File: src/rtl/sys_defs.svh
// System-wide datapath sizing shared by the MAC array and its link blocks.
`ifndef SYS_DEFS_SVH
`define SYS_DEFS_SVH

`define MAC_MULT_NUM 2
`define IDATA_WIDTH  8

`endif

File: src/rtl/core_link_pkg.sv
// Shared helpers for the core link blocks: pointer sizing and depth legality.
package core_link_pkg;

    // One extra MSB beyond the address lets full and empty be told apart.
    function automatic int link_ptr_width(input int depth);
        return $clog2(depth) + 1;
    endfunction

    function automatic bit link_is_pow2(input int depth);
        return (depth >= 2) && ((depth & (depth - 1)) == 0);
    endfunction

endpackage

File: src/rtl/core_link_fifo_mem.sv
// Link FIFO storage: one synchronous write port, one asynchronous read port.
module core_link_fifo_mem #(
    parameter int DATA_WIDTH = 16,
    parameter int DEPTH      = 4,
    parameter int AW         = $clog2(DEPTH)
) (
    input  logic                  clk,
    input  logic                  rstn,
    input  logic                  we,
    input  logic [AW-1:0]         waddr,
    input  logic [DATA_WIDTH-1:0] wdata,
    input  logic [AW-1:0]         raddr,
    output logic [DATA_WIDTH-1:0] rdata
);

    logic [DATA_WIDTH-1:0] mem_reg [DEPTH];

    // Entries are cleared on reset so the head word reads as zero while empty.
    always_ff @(posedge clk or negedge rstn) begin
        if (!rstn) begin
            for (int i = 0; i < DEPTH; i++) begin
                mem_reg[i] <= '0;
            end
        end else if (we) begin
            mem_reg[waddr] <= wdata;
        end
    end

    assign rdata = mem_reg[raddr];

endmodule

File: src/rtl/core_link_fifo.sv
// Valid/ready link FIFO with occupancy count and almost-full flag.
// Define CORE_LINK_FIFO_BYPASS_EN to forward a write straight to the read side when empty.
`include "sys_defs.svh"

module core_link_fifo
    import core_link_pkg::*;
#(
    parameter int DATA_WIDTH   = (`MAC_MULT_NUM) * (`IDATA_WIDTH),
    parameter int DEPTH        = 4,
    parameter int AFULL_THRESH = DEPTH - 1
) (
    input  logic                     clk,
    input  logic                     rstn,
    input  logic [DATA_WIDTH-1:0]    hlink_wdata,
    input  logic                     hlink_wvalid,
    output logic                     hlink_wready,
    output logic [DATA_WIDTH-1:0]    hlink_rdata,
    output logic                     hlink_rvalid,
    input  logic                     hlink_rready,
    output logic [$clog2(DEPTH):0]   hlink_count,
    output logic                     hlink_afull
);

    localparam int PW = link_ptr_width(DEPTH);
    localparam int AW = PW - 1;
    localparam logic [PW-1:0] FULL_COUNT = PW'(DEPTH);

    generate
        if (!link_is_pow2(DEPTH)) begin : g_bad_depth
            $error("core_link_fifo: DEPTH must be a power of two >= 2");
        end
    endgenerate

    logic [PW-1:0]         wr_ptr_reg, wr_ptr_next;
    logic [PW-1:0]         rd_ptr_reg, rd_ptr_next;
    logic [DATA_WIDTH-1:0] mem_rdata;
    logic                  fifo_empty;
    logic                  push;
    logic                  pop;

    // Pointers wrap modulo 2*DEPTH, so their difference is the occupancy directly.
    assign hlink_count  = wr_ptr_reg - rd_ptr_reg;
    assign fifo_empty   = (hlink_count == '0);
    assign hlink_wready = (hlink_count != FULL_COUNT);
    assign hlink_afull  = (int'(hlink_count) >= AFULL_THRESH);

`ifdef CORE_LINK_FIFO_BYPASS_EN
    // An empty FIFO shows the incoming word at once; it is stored only if not taken.
    assign hlink_rvalid = !fifo_empty || hlink_wvalid;
    assign hlink_rdata  = (fifo_empty && hlink_wvalid) ? hlink_wdata : mem_rdata;
    assign push         = hlink_wvalid && hlink_wready && !(fifo_empty && hlink_rready);
    assign pop          = !fifo_empty && hlink_rready;
`else
    assign hlink_rvalid = !fifo_empty;
    assign hlink_rdata  = mem_rdata;
    assign push         = hlink_wvalid && hlink_wready;
    assign pop          = hlink_rvalid && hlink_rready;
`endif

    always_comb begin
        wr_ptr_next = wr_ptr_reg;
        rd_ptr_next = rd_ptr_reg;
        if (push) begin
            wr_ptr_next = wr_ptr_reg + 1'b1;
        end
        if (pop) begin
            rd_ptr_next = rd_ptr_reg + 1'b1;
        end
    end

    always_ff @(posedge clk or negedge rstn) begin
        if (!rstn) begin
            wr_ptr_reg <= '0;
            rd_ptr_reg <= '0;
        end else begin
            wr_ptr_reg <= wr_ptr_next;
            rd_ptr_reg <= rd_ptr_next;
        end
    end

    core_link_fifo_mem #(
        .DATA_WIDTH (DATA_WIDTH),
        .DEPTH      (DEPTH),
        .AW         (AW)
    ) u_mem (
        .clk   (clk),
        .rstn  (rstn),
        .we    (push),
        .waddr (wr_ptr_reg[AW-1:0]),
        .wdata (hlink_wdata),
        .raddr (rd_ptr_reg[AW-1:0]),
        .rdata (mem_rdata)
    );

endmodule

File: config.mk
export PLATFORM = sky130hd
export DESIGN_NAME = core_link_fifo
export DESIGN_NICKNAME = d
export VERILOG_FILES = /design/src/rtl/core_link_pkg.sv /design/src/rtl/core_link_fifo_mem.sv /design/src/rtl/core_link_fifo.sv
export VERILOG_INCLUDE_DIRS = /design/src /design/src/rtl
export SDC_FILE = /design/constraint.sdc
export NUM_CORES = 1
export LEC_CHECK = 0
export CAP_MARGIN = 20
export CORE_MARGIN = 1
export CORE_UTILIZATION = 49
export DETAILED_ROUTE_END_ITERATION = 6
export PLACE_DENSITY = 0.84
export SYNTH_ARGS = -nofsm -noshare
export SYNTH_HDL_FRONTEND = slang
export SYNTH_HIERARCHICAL = 1
export SYNTH_SLANG_ARGS = --single-unit
File: constraint.sdc
create_clock -name clk -period 8.1 [get_ports clk]
set_clock_uncertainty 0.15 [all_clocks]
set_input_delay 0.81 -clock clk [delete_from_list [all_inputs] [get_ports clk]]
set_output_delay 0.81 -clock clk [all_outputs]
set_load 0.1 [all_outputs]
### After elaboration in Yosys (flattened, before gate mapping)

Index checks and enable logic that the tools add are counted.

| word-level totals | value |
|---|---|
| bits in writable memories | 0 |
| register bits after elaboration | 70 |
| memories | 0 |
| input port bits | 20 |
| memory bits (read-only) | 0 |
| logic and storage cells | 27 |
| output and inout bits | 22 |
| bits in latches | 0 |

| operators by class | value |
|---|---|
| add/subtract/negate cells | 3 |
| equality and inequality tests | 1 |
| reductions and logical operators | 5 |
| multipliers | 0 |
| bitwise operators | 2 |
| multiplexer cells | 6 |
| shift operators | 0 |
| div/mod/pow operators | 0 |
| magnitude comparators | 4 |

Operators with widths:

| cell | number |
|---|---|
| $bwmux 64 | 1 |
| $mux 16 | 3 |
| $bmux 16 s2 | 1 |
| $demux 16 s2 | 1 |
| $add 3x1->3 const B | 2 |
| $ge 3x3->1 const B | 2 |
| $not 2->3 | 2 |
| $ge 3x2->1 const B | 1 |
| $logic_and 1x1->1 | 3 |
| $logic_not 3->1 | 1 |
| $lt 3x1->1 const B | 1 |
| $ne 3x3->1 const B | 1 |
| $sub 3x3->3 | 1 |
| $logic_not 1->1 | 1 |

### Logic depth before layout (Yosys ltp)

Gate-level depths: netlist of the first run.

| logic depth | value |
|---|---|
| depth after elaboration | 6 |
| gate-level depth with buffers | 10 |
| gate-level depth less buffers | 9 |

### By module

The synthesis of the first run kept the hierarchy.

By module, submodules not included:

| module | sequential area each (um^2) | times used | cells an instance | area an instance (um^2) |
|---|---|---|---|---|
| core_link_fifo_mem | 1601.5 | 1 | 156 | 2792.7 |
| core_link_fifo | 150.1 | 1 | 37 | 416.6 |

### Worst setup path before layout of the first run

No wires, ideal clock.

| path | value |
|---|---|
| path kind | register to output |
| start | reg wr_ptr_reg[0] |
| end | out hlink_rvalid |
| data arrival time | 2.803 ns |
| stages on the path, launching flop included | 7 |
| required time | 7.140 ns |
| path buffers | 0 |
| path slack | 4.337 ns |
| path through | dfrtp_1 -> inv_1 -> ha_1 -> inv_1 -> fa_1 -> nor2b_1 -> nand2_1 |

| between the ends | value |
|---|---|
| word-level cells in the longest chain between the ends | 3 |

RTL lines:

| what | line | source |
|---|---|---|
| start: declaration | core_link_fifo.sv:34 | `logic [PW-1:0] wr_ptr_reg, wr_ptr_next;` |
| start signal: assignment | core_link_fifo.sv:76 | `wr_ptr_reg <= wr_ptr_next;` |
| $sub 3x3->3 | core_link_fifo.sv:42 | `assign hlink_count = wr_ptr_reg - rd_ptr_reg;` |
| named net hlink_count[1] | core_link_fifo.sv:20 | `output logic [$clog2(DEPTH):0] hlink_count,` |
| $logic_not 3->1 | core_link_fifo.sv:43 | `assign fifo_empty = (hlink_count == '0);` |
| $logic_not 1->1 | core_link_fifo.sv:54 | `assign hlink_rvalid = !fifo_empty;` |
| end: declaration | core_link_fifo.sv:18 | `output logic hlink_rvalid,` |

The timed path passes the listed nets, and every way through them passes these cells.

### Worst setup path after layout of the first run

| path | value |
|---|---|
| start | reg rd_ptr_reg[1] |
| end | out hlink_afull |

| between the ends | value |
|---|---|
| word-level cells in the longest chain between the ends | 2 |

RTL lines:

| what | line | source |
|---|---|---|
| start: declaration | core_link_fifo.sv:35 | `logic [PW-1:0] rd_ptr_reg, rd_ptr_next;` |
| start signal: assignment | core_link_fifo.sv:77 | `rd_ptr_reg <= rd_ptr_next;` |
| $sub 3x3->3 | core_link_fifo.sv:42 |  |
| $ge 3x2->1 | core_link_fifo.sv:45 | `assign hlink_afull = (int'(hlink_count) >= AFULL_THRESH);` |
| end: declaration | core_link_fifo.sv:21 | `output logic hlink_afull` |

Every way passes these cells.

==> metrics, run 1 <==
share of layout cells above drive strength 1 0.451; Synthesized Nets roughly 220; # hold bufs at CTS 0; Std-Cell Rows 29; ranking of synthesized cells by area dfrtp_1 (55%), mux2_2 (23%), mux4_2 (11%); initial antenna violation count 0; HPWL Detailed approximately 3.5 mm; postcts setup bufs 0; Via density about 5.5; via count approximately 1800; layout net count ~260; DRC Markers 0; status complete, no violations; Avg Inst Size Synth roughly 17 µm²; Yosys cell types 29; Post-Route WL 5.60 mm; post-synth top area cell dfrtp_1; Area growth, synth to finish 20.7%; Crit path largest cell delay about 1100 ps; Slew Viols, Final 0; final core utilization 0.610; RSZ-0062 raised after global routing false; worst endpoint data arrival time approximately 3700 ps; Max FO, Critical Path 19; WP data required 7140 ps; Max-slew headroom 0.345; crit path kind reg -> out; FMAX approximately 0.22 GHz; global route total overflow 0; Bufs and invs on worst path 3; largest net degree at the start of global routing ~70; vias in the first global route approximately 1900; clock sinks 70; Die Span X between 80 and 90 µm; Die ar. between 6000 and 7000 µm²; Crit path max-delay family buffers and inverters; clk_lat worst skew 340 ps; antenna-violating nets left 0; Critical Path End Type output port; post_cts resized 0; global-route wire length before repair roughly 9.3 mm; max reg flops 64; Warnings, synthesis 6; Ant. Diodes 0; H-tree depth 3; Mapped Area 3210 µm²; RePlAce Congestion between 0.7 and 0.8; CTS tree built; IO Pins 42; Worst Hold Class reg -> reg; Overall Global Routing Usage 0.179; Root Buffer clkbuf_8; Synth Instances roughly 190; worst path cell trace inv_1 > fa_1 > xor3_2 > inv_2 > a21o_2 > clkdlybuf4s50_1; area share of the largest cell type after synthesis 0.546; Slew @ Worst Pin 979 ps; Die Height approximately 83 µm; sequential share of the synthesized area 0.546; slowest CP cell clkdlybuf4s50_1; core area between 6000 and 7000 µm²; max-cap violations 0; DR pass1 iterations 6; final setup vio count 0; drt wl/cell 17.5 µm; sum of negative setup slack 0 ps; period utilisation layout 0.569; #FFs+latches synth 70; Initial Util 0.505; Final Hold Fails 0; DRT iter0 DRCs 76; CTS clk-pin slew, worst paths 70 ps; port bufs 41; CTS Buf Count 9; min Tclk post-route roughly 4600 ps; Max Root-Sink Buffers 2; CP Launch Type register
-- layout make-up --
cell class                      count  area, µm²
Fill cell                         448       2480
Timing Repair Buffer               43        440
Clock inverter                      3       17.5
Clock buffer                       13        169
Tap cell                           77       96.3
Inverter                            6       22.5
Multi-Input combinational cell    109       1380
Sequential cell                    70       1750
-- routing by layer --
layer / global-route usage / share of wire / up-vias
met2: 0.285 / 0.51 / 24
li1: - / - / 805
met4: 0.0940 / 0.020 / 0
met3: 0.0368 / 0.023 / 8
met1: 0.232 / 0.45 / 919
met5: 0 / 0 / -
-- final timing paths --
path / depth (start not counted) / to / from / slack, ps
worst max-delay path: 6 / hlink_afull / rd_ptr_reg[1] / 3490
worst min-delay path: 1 / u_mem/mem_reg[18] / u_mem/mem_reg[18] / 350
worst max register to register: 7 / u_mem/mem_reg[53] / rd_ptr_reg[1] / 4360
worst min register to register: 1 / u_mem/mem_reg[18] / u_mem/mem_reg[18] / 350
max in group asynchronous: 2 / u_mem/mem_reg[52] / rstn / 6740
min in group asynchronous: 2 / u_mem/mem_reg[57] / rstn / 510
-- cells in the mapped netlist --
cell type / n
a31oi_1: 1
xnor2_1: 3
inv_2: 1
mux2_4: 1
o21ai_2: 1
nand3_2: 1
nand2b_1: 1
nor2b_1: 1
clkbuf_8: 1
o21ai_0: 1
a21oi_1: 1
o21ai_4: 1
xor3_2: 1
mux2_1: 1
buf_4: 2
dfrtp_1: 70
inv_1: 5
ha_1: 3
mux4_2: 16
buf_2: 3
a21o_2: 1
nand2_1: 4
clkbuf_1: 1
nand3b_2: 2
nor3b_4: 1
mux2_2: 66
fa_1: 1
buf_6: 1
xor2_1: 1
-- metrics by stage --
step / hold WS [ps] / std cells / setup slack (ps) / area (µm²)
5_1_grt: 359 / 321 / 3350 / 3870
6_report: 353 / 321 / 3490 / 3870
4_1_cts: 354 / 320 / 3060 / 3850
3_3_place_gp: 332 / 304 / 3500 / 3660
3_5_place_dp: 338 / 304 / 3440 / 3660
2_1_floorplan: 324 / 193 / 4340 / 3210
-- cell usage in the layout (no fill, tap or decap), drive strengths merged, types with 3 or more instances in the layout --
cell type	count
xnor2	3
ha	3
buf	3
mux4	16
dfrtp	70
mux2	68
o21ai	3
nand2	4
clkdlybuf4s50	40
inv	6
clkbuf	13
-- worst reg2reg max path, delay by kind of cell (launching register included) --
family,cells,cell delay (ps)
compound gates,1,100
xor+xnor,1,470
fa+ha+maj,1,490
buf+inv,2,300
flops,1,880
mux,1,430
simple gates,1,810
-- cells by family after synthesis --
logic type,synth area share
xor gates and xnor gates,0.0187
and+or+nand+nor,0.0246
muxes,0.352
adders and majority gates,0.0179
DFF,0.546
AOI/OAI and AO/OA,0.0156
buffers and inverters,0.0253
Power of run 1 is not shown: default switching activity piles up to over one toggle a cycle in this logic, so the estimate is an artifact.
==> run 2, diff against run 1 <==
--- a/config.mk
+++ b/config.mk
@@ -10,7 +10,7 @@
 export CORE_MARGIN = 1
 export CORE_UTILIZATION = 49
 export DETAILED_ROUTE_END_ITERATION = 6
-export PLACE_DENSITY = 0.84
+export PLACE_DENSITY = 0.87
 export SYNTH_ARGS = -nofsm -noshare
 export SYNTH_HDL_FRONTEND = slang
 export SYNTH_HIERARCHICAL = 1
==> constraint.sdc (replaced) <==
create_clock -name clk -period 3.9 [get_ports clk]
set_clock_uncertainty 0.15 [all_clocks]
set_input_delay 0.39 -clock clk [delete_from_list [all_inputs] [get_ports clk]]
set_output_delay 0.39 -clock clk [all_outputs]
set_load 0.1 [all_outputs]
==> metrics, run 2 (synthesized netlist as in run 1, its figures left out) <==
status complete, no violations; RePlAce Congestion 0.746; clk_lat worst skew ~340 ps; sum of negative setup slack 0 ps; period utilisation layout 0.849; via count roughly 1800; Die Span X around 83 µm; Ant. Diodes 0; max-cap violations 0; worst path cell trace inv_1 > ha_1 > inv_1 > fa_1 > xor3_2 > o21ai_2 > inv_1 > nor3b_4 > buf_4 > mux2_2; min Tclk post-route 3310 ps; WP data required a little under 4000 ps; initial antenna violation count 0; Overall Global Routing Usage 0.189; vias in the first global route between 1500 and 2000; post_cts resized 0; Critical Path Source wr_ptr_reg[0]; DR pass1 iterations 4; CTS clk-pin slew, worst paths 70 ps; core area about 6300 µm²; Final Hold Fails 0; IO Pins 42; layout net count 265; Via density approximately 5.5; DRT iter0 DRCs 64; Area growth, synth to finish 20.9%; antenna-violating nets left 0; Crit path largest cell delay around 500 ps; RR Startpoint wr_ptr_reg[0]; Crit path max-delay family buffers and inverters; Post-Route WL just under 6 mm; worst endpoint data arrival time ~3400 ps; HPWL Detailed slightly below 4 mm; DRC Markers 0; global route total overflow 0; CTS Buf Count 9; Root Buffer clkbuf_8; postcts setup bufs 0; RSZ-0062 raised after global routing false; share of layout cells above drive strength 1 0.541; Initial Util 0.505; Cell Count, Final, Fillers Out about 320; Bufs and invs on worst path 4; drt wl/cell between 15 and 20 µm; global-route wire length before repair approximately 10 mm; commonest non-fill, non-tap cells in the layout dfrtp_1 (70), mux2_2 (66), buf_4 (22), clkdlybuf4s50_1 (18), mux4_2 (16); Std-Cell Rows 29; Max FO, Critical Path 10; CP Launch Type register; Inst Count DP a little over 300; R2R setup slack 590 ps; largest net degree at the start of global routing 47; FMAX about 0.30 GHz; commonest non-fill, non-tap cell in the layout dfrtp_1; cell mode on critical path inv_1; final setup vio count 0; Die Height around 83 µm; H-tree depth 3; slowest CP cell dfrtp_1; clock sinks 70; Slew @ Worst Pin around 1000 ps; Critical Path End Type register; Max Root-Sink Buffers 2; max reg flops 64; Slew Viols, Final 0; # hold bufs at CTS 0; CTS tree built; Worst Hold Class in -> async; Max-slew headroom 0.337; Die ar. 6880 µm²; port bufs 41; crit path kind reg -> reg; final core utilization 0.611
-- run 2: cell count changes in the layout (fill, tap and decap cells not counted), sizes merged --
cell / change
buf: +24
bufinv: +1
clkdlybuf4s50: -22
clkinv: -1
-- run 2: cell type report --
| type | count | area [µm²] |
|---|---|---|
| multi-input combinational | 109 | 1380 |
| clock inverter | 3 | 42.5 |
| fill | 448 | 2470 |
| clock buffer | 13 | 159 |
| timing repair buffer | 45 | 430 |
| inverter | 6 | 22.5 |
| tap | 77 | 96.3 |
| sequential | 70 | 1750 |
-- run 2: worst paths after layout --
path | cells past startpoint | endpoint
max in group asynchronous | 2 | wr_ptr_reg[1]
min in group clk | 1 | u_mem/mem_reg[2]
hold / removal | 1 | u_mem/mem_reg[41]
setup reg to reg | 10 | u_mem/mem_reg[48]
hold reg to reg | 1 | u_mem/mem_reg[2]
setup / recovery | 10 | u_mem/mem_reg[48]
-- run 2: worst register-to-register path, cell delays in order (launching register included) --
cell and delay [ps]:
dfrtp_1 500, inv_1 110, ha_1 160, inv_1 50, fa_1 430, xor3_2 470
o21ai_2 100, inv_1 170, nor3b_4 430, buf_4 280, mux2_2 360
-- run 2: per-layer routing --
layer  vias to the layer above  track usage  part of all wire
met2                        25        0.302              0.51
met1                       947        0.251              0.46
met5                         -            0                 0
met4                         0       0.0815             0.011
met3                         7       0.0427             0.027
li1                        810            -                 -
-- run 2: metrics by stage --
| stage | hold WS, ps | area [µm²] | setup WS (ps) |
|---|---|---|---|
| final | 66.3 | 3880 | 587 |
| after global placement | 331 | 3680 | 754 |
| after detailed placement | 338 | 3680 | 649 |
| after global routing | 126 | 3880 | 472 |
| after CTS | 97.5 | 3880 | 598 |
| after floorplan | -55.6 | 3210 | 388 |
Power of run 2 is left out for the same reason.
==> run 3, diff against run 2 <==
==> constraint.sdc (replaced) <==
create_clock -name clk -period 2.78 [get_ports clk]
set_clock_uncertainty 0.15 [all_clocks]
set_input_delay 0.278 -clock clk [delete_from_list [all_inputs] [get_ports clk]]
set_output_delay 0.278 -clock clk [all_outputs]
set_load 0.1 [all_outputs]
==> metrics, run 3 (synthesized netlist as in run 1, its figures left out) <==
status complete, no violations; CP Launch Type register; commonest non-fill, non-tap cell in the layout dfrtp_1; Std-Cell Rows 29; Max-slew headroom 0.493; DR pass1 iterations 5; core area 6350 µm²; Root Buffer clkbuf_8; period utilisation layout 0.964; crit path kind reg -> out; Die ar. 6880 µm²; Die Span X a little over 80 µm; RR Startpoint wr_ptr_reg[0]; port bufs between 40 and 50; CTS Buf Count 9; H-tree depth 3; min Tclk post-route around 2700 ps; HPWL Detailed 4.42 mm; hold_sp u_mem/mem_reg[17]; worst endpoint data arrival time 2250 ps; Final Hold Fails 0; antenna-violating nets left 0; WP data required 2350 ps; initial antenna violation count 0; Ant. Diodes 0; Max Root-Sink Buffers 2; RR Endpoint u_mem/mem_reg[57]; RePlAce Congestion 0.747; Via density about 5.5; CTS tree built; IO Pins 42; Worst Hold Class reg -> reg; global route total overflow 0; clk_lat worst skew ~340 ps; drt wl/cell ~19 µm; FMAX between 0.3 and 0.4 GHz; R2R cell count 10; Critical Path End Type output port; Area growth, synth to finish 34.0%; Max FO, Critical Path 4; R2R setup slack about 120 ps; CTS clk-pin slew, worst paths 70 ps; global-route wire length before repair between 10 and 15 mm; largest net degree at the start of global routing 39; Post-Route WL between 6 and 7 mm; DRT iter0 DRCs about 70; layout net count 273; Overall Global Routing Usage 0.200; DRC Markers 0; max-cap violations 0; final setup vio count 0; hold path endpoint u_mem/mem_reg[17]; max reg flops between 60 and 70; via count around 1800; share of layout cells above drive strength 1 0.591; Slew @ Worst Pin between 700 and 800 ps; Placement Cell Area between 4000 and 5000 µm²; vias in the first global route between 2000 and 2500; commonest non-fill, non-tap cells in the layout dfrtp_1 (69), mux2_2 (56), buf_12 (25), clkdlybuf4s50_1 (18), mux4_2 (16); Die Height approximately 83 µm; Slew Viols, Final 0; Initial Util 0.505; Hold Path Stages 1; postcts setup bufs 0; clock sinks 70; post-route cell area 4300 µm²; RSZ-0062 raised after global routing false
run 3: changes by cell type in the layout (fill, tap and decap cells not counted), moves of 2 or more:
cell	change
nand2_1	-2
mux2_2	-10
inv_2	+3
buf_6	+2
buf_4	-16
clkbuf_1	-2
mux2_4	+10
buf_12	+21
inv_1	-3
run 3: how the worst max path moves through the flow:
stage / start / to / slack (ps)
after floorplan: wr_ptr_reg[0] / u_mem/mem_reg[48] / -350
after global placement: wr_ptr_reg[0] / u_mem/mem_reg[56] / 120
after detailed placement: wr_ptr_reg[0] / u_mem/mem_reg[8] / 60
after CTS: wr_ptr_reg[0] / hlink_afull / 40
after global routing: rd_ptr_reg[0] / hlink_rvalid / 20
final: rd_ptr_reg[0] / hlink_rvalid / 100
run 3: cell type report:
type                       instances  area (µm²)
multi-input combinational        109        1450
timing repair buffer              53         763
sequential                        70        1750
clock inverter                     4        72.6
fill                             411        2050
tap                               77        96.3
clock buffer                      10         138
inverter                           6        22.5
run 3: worst max-delay path, cell delays in order, from the launching register on:
cell and delay, ps:
dfrtp_1 420, ha_4 170, inv_2 50, fa_2 500
nor2b_1 440, nand2_2 140, buf_12 190
run 3: what timing repair did:
item,4_1_cts,5_1_grt
hold buffers,1,0
endpoints found under the hold margin,32,0
resized for setup,0,2
endpoints found under the setup margin,0,42
run 3: layer usage:
layer | track usage | part of all wire
met5 | 0 | 0
met4 | 0.0768 | 0.016
met2 | 0.329 | 0.51
met1 | 0.255 | 0.44
met3 | 0.0517 | 0.033
run 3: per-stage QoR:
stage                     TNS (ps)  std cells  worst slack [ps]  hold slack, ps   util
after floorplan              -7990        193              -349            -168      -
after global placement           0        314               121             233  0.641
after detailed placement         0        314              64.7             232  0.641
after CTS                        0        329              40.2             354  0.676
after global routing             0        329              22.4             371  0.677
final                            0        329               100             351  0.677
Power of run 3 is left out for the same reason.
